===== src/rtl/fetch_unit_if.sv =====
// Instruction-memory request/response bus between the fetch unit and imem.
// Field names keep the fetch-side direction suffixes so both ends read the same.
interface fetch_unit_if;
  logic        imem_req_o;
  logic [31:0] imem_addr_o;
  logic        imem_gnt_i;
  logic        imem_rvalid_i;
  logic [31:0] imem_rdata_i;

  modport master (
    output imem_req_o, imem_addr_o,
    input  imem_gnt_i, imem_rvalid_i, imem_rdata_i
  );

  modport slave (
    input  imem_req_o, imem_addr_o,
    output imem_gnt_i, imem_rvalid_i, imem_rdata_i
  );
endinterface


===== src/rtl/fetch_unit.sv =====
// Instruction fetch: credit-limited imem requests, 2-entry response buffer,
// redirect with stale-response discard, and a stallable decode output register.
module fetch_unit #(
  parameter logic [31:0] RESET_PC  = 32'h0000_0000,
  parameter logic [31:0] NOP_INSTR = 32'h0000_0013
) (
  input  logic                clk,
  input  logic                rst,
  input  logic                stall_i,
  input  logic                redirect_i,
  input  logic [31:0]         redirect_pc_i,
  fetch_unit_if.master        imem,
  output logic [31:0]         instr_o,
  output logic [31:0]         pc_o,
  output logic                valid_o
);

  logic [31:0] fetch_pc_q, fetch_pc_d;
  logic [31:0] rsp_pc_q, rsp_pc_d;
  logic [1:0]  out_q, out_d;
  logic [1:0]  disc_q, disc_d;
  logic [1:0]  cnt_q, cnt_d;
  logic        wr_ptr_q, wr_ptr_d;
  logic        rd_ptr_q, rd_ptr_d;
  logic [31:0] fifo_pc_q    [2];
  logic [31:0] fifo_instr_q [2];
  logic [31:0] instr_q, instr_d;
  logic [31:0] pc_q, pc_d;
  logic        valid_q, valid_d;

  logic req, acc, rsp_vld, rsp_take, push, pop;

  // Credit rule: in-flight requests plus buffered entries never exceed two,
  // so every returning response always has a buffer slot.
  assign req      = !rst && !redirect_i && (({1'b0, out_q} + {1'b0, cnt_q}) < 3'd2);
  assign acc      = req && imem.imem_gnt_i;
  assign rsp_vld  = imem.imem_rvalid_i && (out_q != 2'd0);
  assign rsp_take = rsp_vld && (disc_q == 2'd0) && !redirect_i;

  assign imem.imem_req_o  = req;
  assign imem.imem_addr_o = fetch_pc_q;

  assign instr_o = instr_q;
  assign pc_o    = pc_q;
  assign valid_o = valid_q;

  always_comb begin
    fetch_pc_d = fetch_pc_q;
    rsp_pc_d   = rsp_pc_q;
    out_d      = out_q + {1'b0, acc} - {1'b0, rsp_vld};
    disc_d     = disc_q;
    push       = 1'b0;
    pop        = 1'b0;
    valid_d    = valid_q;
    instr_d    = instr_q;
    pc_d       = pc_q;

    if (redirect_i) begin
      fetch_pc_d = redirect_pc_i;
      rsp_pc_d   = redirect_pc_i;
      disc_d     = out_q - {1'b0, rsp_vld};
      valid_d    = 1'b0;
      instr_d    = NOP_INSTR;
    end else begin
      if (acc) fetch_pc_d = fetch_pc_q + 32'd4;
      if (rsp_vld && (disc_q != 2'd0)) disc_d = disc_q - 2'd1;
      if (rsp_take) rsp_pc_d = rsp_pc_q + 32'd4;

      if (stall_i) begin
        push = rsp_take;
      end else if (cnt_q != 2'd0) begin
        pop     = 1'b1;
        push    = rsp_take;
        valid_d = 1'b1;
        instr_d = fifo_instr_q[rd_ptr_q];
        pc_d    = fifo_pc_q[rd_ptr_q];
      end else if (rsp_take) begin
        valid_d = 1'b1;
        instr_d = imem.imem_rdata_i;
        pc_d    = rsp_pc_q;
      end else begin
        valid_d = 1'b0;
        instr_d = NOP_INSTR;
      end
    end

    cnt_d    = redirect_i ? 2'd0 : (cnt_q + {1'b0, push} - {1'b0, pop});
    wr_ptr_d = redirect_i ? 1'b0 : (wr_ptr_q ^ push);
    rd_ptr_d = redirect_i ? 1'b0 : (rd_ptr_q ^ pop);
  end

  always_ff @(posedge clk) begin
    if (rst) begin
      fetch_pc_q <= RESET_PC;
      rsp_pc_q   <= RESET_PC;
      out_q      <= 2'd0;
      disc_q     <= 2'd0;
      cnt_q      <= 2'd0;
      wr_ptr_q   <= 1'b0;
      rd_ptr_q   <= 1'b0;
      valid_q    <= 1'b0;
      instr_q    <= NOP_INSTR;
      pc_q       <= RESET_PC;
    end else begin
      fetch_pc_q <= fetch_pc_d;
      rsp_pc_q   <= rsp_pc_d;
      out_q      <= out_d;
      disc_q     <= disc_d;
      cnt_q      <= cnt_d;
      wr_ptr_q   <= wr_ptr_d;
      rd_ptr_q   <= rd_ptr_d;
      valid_q    <= valid_d;
      instr_q    <= instr_d;
      pc_q       <= pc_d;
    end
  end

  // Buffer payload needs no reset: occupancy alone decides what is live.
  always_ff @(posedge clk) begin
    if (push) begin
      fifo_pc_q[wr_ptr_q]    <= rsp_pc_q;
      fifo_instr_q[wr_ptr_q] <= imem.imem_rdata_i;
    end
  end

endmodule


===== src/flat_wrapper.sv =====
// flat-port wrapper written by rule: the top's interface ports become plain ports
module fetch_unit_flat 
#(
  parameter logic [31:0] RESET_PC  = 32'h0000_0000,
  parameter logic [31:0] NOP_INSTR = 32'h0000_0013
)
  (clk, rst, stall_i, redirect_i, redirect_pc_i, instr_o, pc_o, valid_o, imem_imem_req_o, imem_imem_addr_o, imem_imem_gnt_i, imem_imem_rvalid_i, imem_imem_rdata_i);
  fetch_unit_if imem_i ();
  input  logic clk;
  input  logic rst;
  input  logic stall_i;
  input  logic redirect_i;
  input  logic [31:0] redirect_pc_i;
  output logic [31:0] instr_o;
  output logic [31:0] pc_o;
  output logic valid_o;
  output wire logic [$bits(imem_i.imem_req_o)-1:0] imem_imem_req_o;
  output wire logic [$bits(imem_i.imem_addr_o)-1:0] imem_imem_addr_o;
  input wire logic [$bits(imem_i.imem_gnt_i)-1:0] imem_imem_gnt_i;
  input wire logic [$bits(imem_i.imem_rvalid_i)-1:0] imem_imem_rvalid_i;
  input wire logic [$bits(imem_i.imem_rdata_i)-1:0] imem_imem_rdata_i;
  assign imem_imem_req_o = imem_i.imem_req_o;
  assign imem_imem_addr_o = imem_i.imem_addr_o;
  assign imem_i.imem_gnt_i = imem_imem_gnt_i;
  assign imem_i.imem_rvalid_i = imem_imem_rvalid_i;
  assign imem_i.imem_rdata_i = imem_imem_rdata_i;
  fetch_unit #(.RESET_PC(RESET_PC), .NOP_INSTR(NOP_INSTR)) u_core (.clk(clk), .rst(rst), .stall_i(stall_i), .redirect_i(redirect_i), .redirect_pc_i(redirect_pc_i), .imem(imem_i), .instr_o(instr_o), .pc_o(pc_o), .valid_o(valid_o));
endmodule

===== config.mk =====
export PLATFORM = sky130hd
export DESIGN_NAME = fetch_unit_flat
export DESIGN_NICKNAME = d
export VERILOG_FILES = /design/src/rtl/fetch_unit_if.sv /design/src/rtl/fetch_unit.sv /design/src/flat_wrapper.sv
export SDC_FILE = /design/constraint.sdc
export NUM_CORES = 1
export LEC_CHECK = 0
export ABC_AREA = 1
export CAP_MARGIN = 20
export CORE_ASPECT_RATIO = 0.5
export CORE_MARGIN = 3
export CORE_UTILIZATION = 61
export CTS_BUF_LIST = sky130_fd_sc_hd__clkbuf_8
export DETAILED_ROUTE_END_ITERATION = 12
export PLACE_DENSITY = 0.88
export SETUP_SLACK_MARGIN = 0.4
export SKIP_LAST_GASP = 1
export SYNTH_ARGS = -nofsm -noshare
export SYNTH_HDL_FRONTEND = slang
export SYNTH_SLANG_ARGS = --single-unit

===== constraint.sdc =====
create_clock -name clk -period 7 [get_ports clk]
set_clock_uncertainty 0.15 [all_clocks]
set_input_delay 1.05 -clock clk [delete_from_list [all_inputs] [get_ports clk]]
set_output_delay 1.05 -clock clk [all_outputs]
set_load 0.05 [all_outputs]

==> summary.md <==
| Metric | Value |
|---|---|
| RSZ-0062 raised after global routing | `no` |
| Detailed Routing Iterations Pass 1 | `7` |
| Die H | `around 110 um` |
| CTS buffer count | `37` |
| Worst-path cell chain | `clkdlybuf4s50_1 -> buf_4 -> nor2_4 -> inv_1 -> nor3_1 -> clkdlybuf4s50_1` |
| Worst Path Max Fanout | `24` |
| Leak | `around 5.4 nW` |
| Tmin final | `4150 ps` |
| CTS Sinks | `about 270` |
| DR WL/cell | `18.2 um` |
| Net count after synthesis | `approximately 1500` |
| Hold Path Class | `reg2reg` |
| Initial Util | `64.0%` |
| Multi-input gate area | `4770 um2` |
| Total of flip-flops plus latches after synthesis | `between 200 and 300` |
| Reg area | `6590 um2` |
| P per Cell Area | `235 nW/um2` |
| Finished Layout Cells | `1881` |
| Kind of critical path | `in2out` |
| Clk root buf | `clkbuf_8` |
| Total global-route track usage | `30.8%` |
| Max-slew violations | `0` |
| Yosys warns | `0` |
| Layout area overhead | `20.1%` |
| Placed cell area | `13800 um2` |
| CORE AREA | `19000 um2` |
| Worst slew margin | `between 30 and 40%` |
| CP Launch Type | `input port` |
| Grt ovf | `0` |
| Req. time, crit path | `5800 ps` |
| Vias per Instance | `around 5.9` |
| Register-to-Register Path Depth | `8` |
| Share of the synthesized area in the top cell type | `31.7%` |
| Fmax | `241 MHz` |
| Pre-CTS setup slack | `around 2500 ps` |
| Worst path slowest cell | `clkdlybuf4s50_1` |
| Max Root-Sink Buffers | `3` |
| Status | `completed` |
| Final Cycle Share | `59.3%` |
| GPL Wtd Cong | `0.919` |
| Final std cell area, no fill | `14600 um2` |
| # Post-CTS Setup Buffers | `0` |
| Area contributors post-synth | `edfxtp_1, dfxtp_1, nand2_1` |
| TNS Setup | `0 ps` |
| Commonest non-fill, non-tap cell in the layout | `nand2_1` |
| Register area share after synthesis | `54.2%` |
| Post-synthesis cell area | `12100 um2` |
| Worst R2R Setup Slack | `3630 ps` |
| IO Count | `168` |
| Final wirelength | `34200 um` |
| Final setup vio count | `0` |
| Post-synth top flop | `dfxtp_1` |
| Vias in the first global route | `about 11000` |
| Final Hold Fails | `0` |
| Rows | `35` |
| Worst r2r src | `u_core.disc_q[0]$_SDFFE_PP0P_` |
| # hold bufs at CTS | `0` |
| Post-Syn Area per Cell | `8.38 um2` |
| # DRC | `0` |
| Clock Pin Slew Worst Setup and Hold Paths | `60 ps` |
| CTS tree | `done` |
| Layout Nets | `1672` |
| Starting DRT DRC Count | `1334` |
| Post-Syn Instances | `around 1400` |
| Post-layout util | `76.9%` |
| Worst setup endpoint | `imem_imem_req_o` |
| WHS | `321 ps` |
| Largest net degree at the start of global routing | `72` |
| Port Buffers | `167` |
| Antenna violations before repair | `1` |
| Synth cell types | `38` |
| Power Total | `between 3 and 4 mW` |
| Fillers | `1300` |
| # placed instances | `1809` |
| Final WS setup | `roughly 2800 ps` |
| CP startpoint | `rst` |
| Crit end category | `primary output` |
| Half-perimeter wire length after placement | `roughly 22000 um` |
| Most frequent CP cell | `clkdlybuf4s50_1` |
| Die footprint | `21700 um2` |
| Crit Reg-Reg Endpoint | `u_core.fifo_pc_q[1][24]$_DFFE_PP_` |
| EDFF count, synth | `roughly 130` |
| Async S/R FF share, synth | `0%` |
| Slowest stage delay, CP | `840 ps` |
| Commonest non-fill, non-tap cells in the layout | `nand2_1, nor2_1, clkdlybuf4s50_1` |
| Worst vdd ir | `about 110 uV` |
| Die width | `206 um` |
| Vias | `11000` |
| CP arrival | `2950 ps` |
| Antenna viol nets, final | `0` |
| Skew-Pair Late Insertion Delay | `around 530 ps` |
| Number of H-tree levels | `2` |
| Cell taking the most area after synthesis | `edfxtp_1` |
| Global-route wire length before repair | `between 50000 and 60000 um` |
| Worst slew pin tran | `938 ps` |
| Layout cells sized above 1 | `around 6.6%` |
| Post-CTS sizing | `0` |
| Max_cap viols | `0` |
[flip-flops by register name, indices dropped and copies added (netlist names), 2 cells and up]
name / count
u_core.fifo_instr_q: 64
u_core.cnt_q: 2
u_core.disc_q: 2
u_core.out_q: 2
u_core.fifo_pc_q: 64
u_core.rsp_pc_q: 32
u_core.pc_o: 32
u_core.instr_o: 32
u_core.imem.imem_addr_o: 32
[worst min-delay path by stage]
stage	start	end	slack, ps	cells after the start
floorplan	u_core.rsp_pc_q[18]$_SDFFE_PP0N_	u_core.fifo_pc_q[0][18]$_DFFE_PP_	280	0
CTS	u_core.imem.imem_addr_o[0]$_SDFFE_PP0P_	u_core.imem.imem_addr_o[0]$_SDFFE_PP0P_	330	2
global route	u_core.pc_o[31]$_SDFFE_PP0P_	u_core.pc_o[31]$_SDFFE_PP0P_	360	2
finish	u_core.imem.imem_addr_o[0]$_SDFFE_PP0P_	u_core.imem.imem_addr_o[0]$_SDFFE_PP0P_	320	2
global placement	u_core.imem.imem_addr_o[1]$_SDFFE_PP0P_	u_core.imem.imem_addr_o[1]$_SDFFE_PP0P_	300	2
detailed placement	u_core.imem.imem_addr_o[0]$_SDFFE_PP0P_	u_core.imem.imem_addr_o[0]$_SDFFE_PP0P_	320	2
[worst max-delay path, delay by kind of cell]
family	cells	cell delay [ps]
buffers and inverters	4	1630
AND/OR/NAND/NOR	2	270
[where the power goes]
part	internal [mW]	leakage, nW	switching (mW)
Sequential	1.69	2.29	0.0753
Clock	0.566	0.413	0.599
Combinational	0.168	2.68	0.325
Total	2.42	5.37	1.00
[metal layers]
metal	wire length, um	up-vias	part of all wire (%)	track usage, %
li1	-	5196	-	-
met1	13700	5105	40	42.0
met2	16000	643	47	50.2
met3	3750	84	11	6.02
met4	719	2	2.1	9.35
met5	13	-	0.038	0
[synth_stat cells, types with 8 or more instances]
master and instances:
nor2_1 234, nand4_1 8, o211ai_1 9, ha_1 9, a21oi_1 67, dfxtp_1 137
nand2_1 280, inv_2 8, nand2_2 8, nor2_4 10, edfxtp_1 128, o21ai_0 136
a31oi_1 69, o21ai_1 10, inv_1 101, nand3_1 115, clkbuf_1 27, buf_2 33
[logic make-up after synthesis]
| logic type | share of synthesized area (%) |
|---|---|
| AO/OA/AOI/OAI | 13.7 |
| XOR/XNOR | 0.289 |
| adder cells (fa/ha/maj) | 1.09 |
| buffers and inverters | 6.52 |
| flip-flops | 54.2 |
| AND/OR/NAND/NOR | 24.1 |
[layout make-up]
type,count,area share (%)
Multi-Input combinational cell,1000,32.7
Tap cell,259,2.22
Clock inverter,25,0.746
Inverter,109,2.80
Sequential cell,265,45.2
Clock buffer,43,4.06
Antenna cell,1,0.0172
Timing Repair Buffer,179,12.3
(Power assumes the default switching activity.)
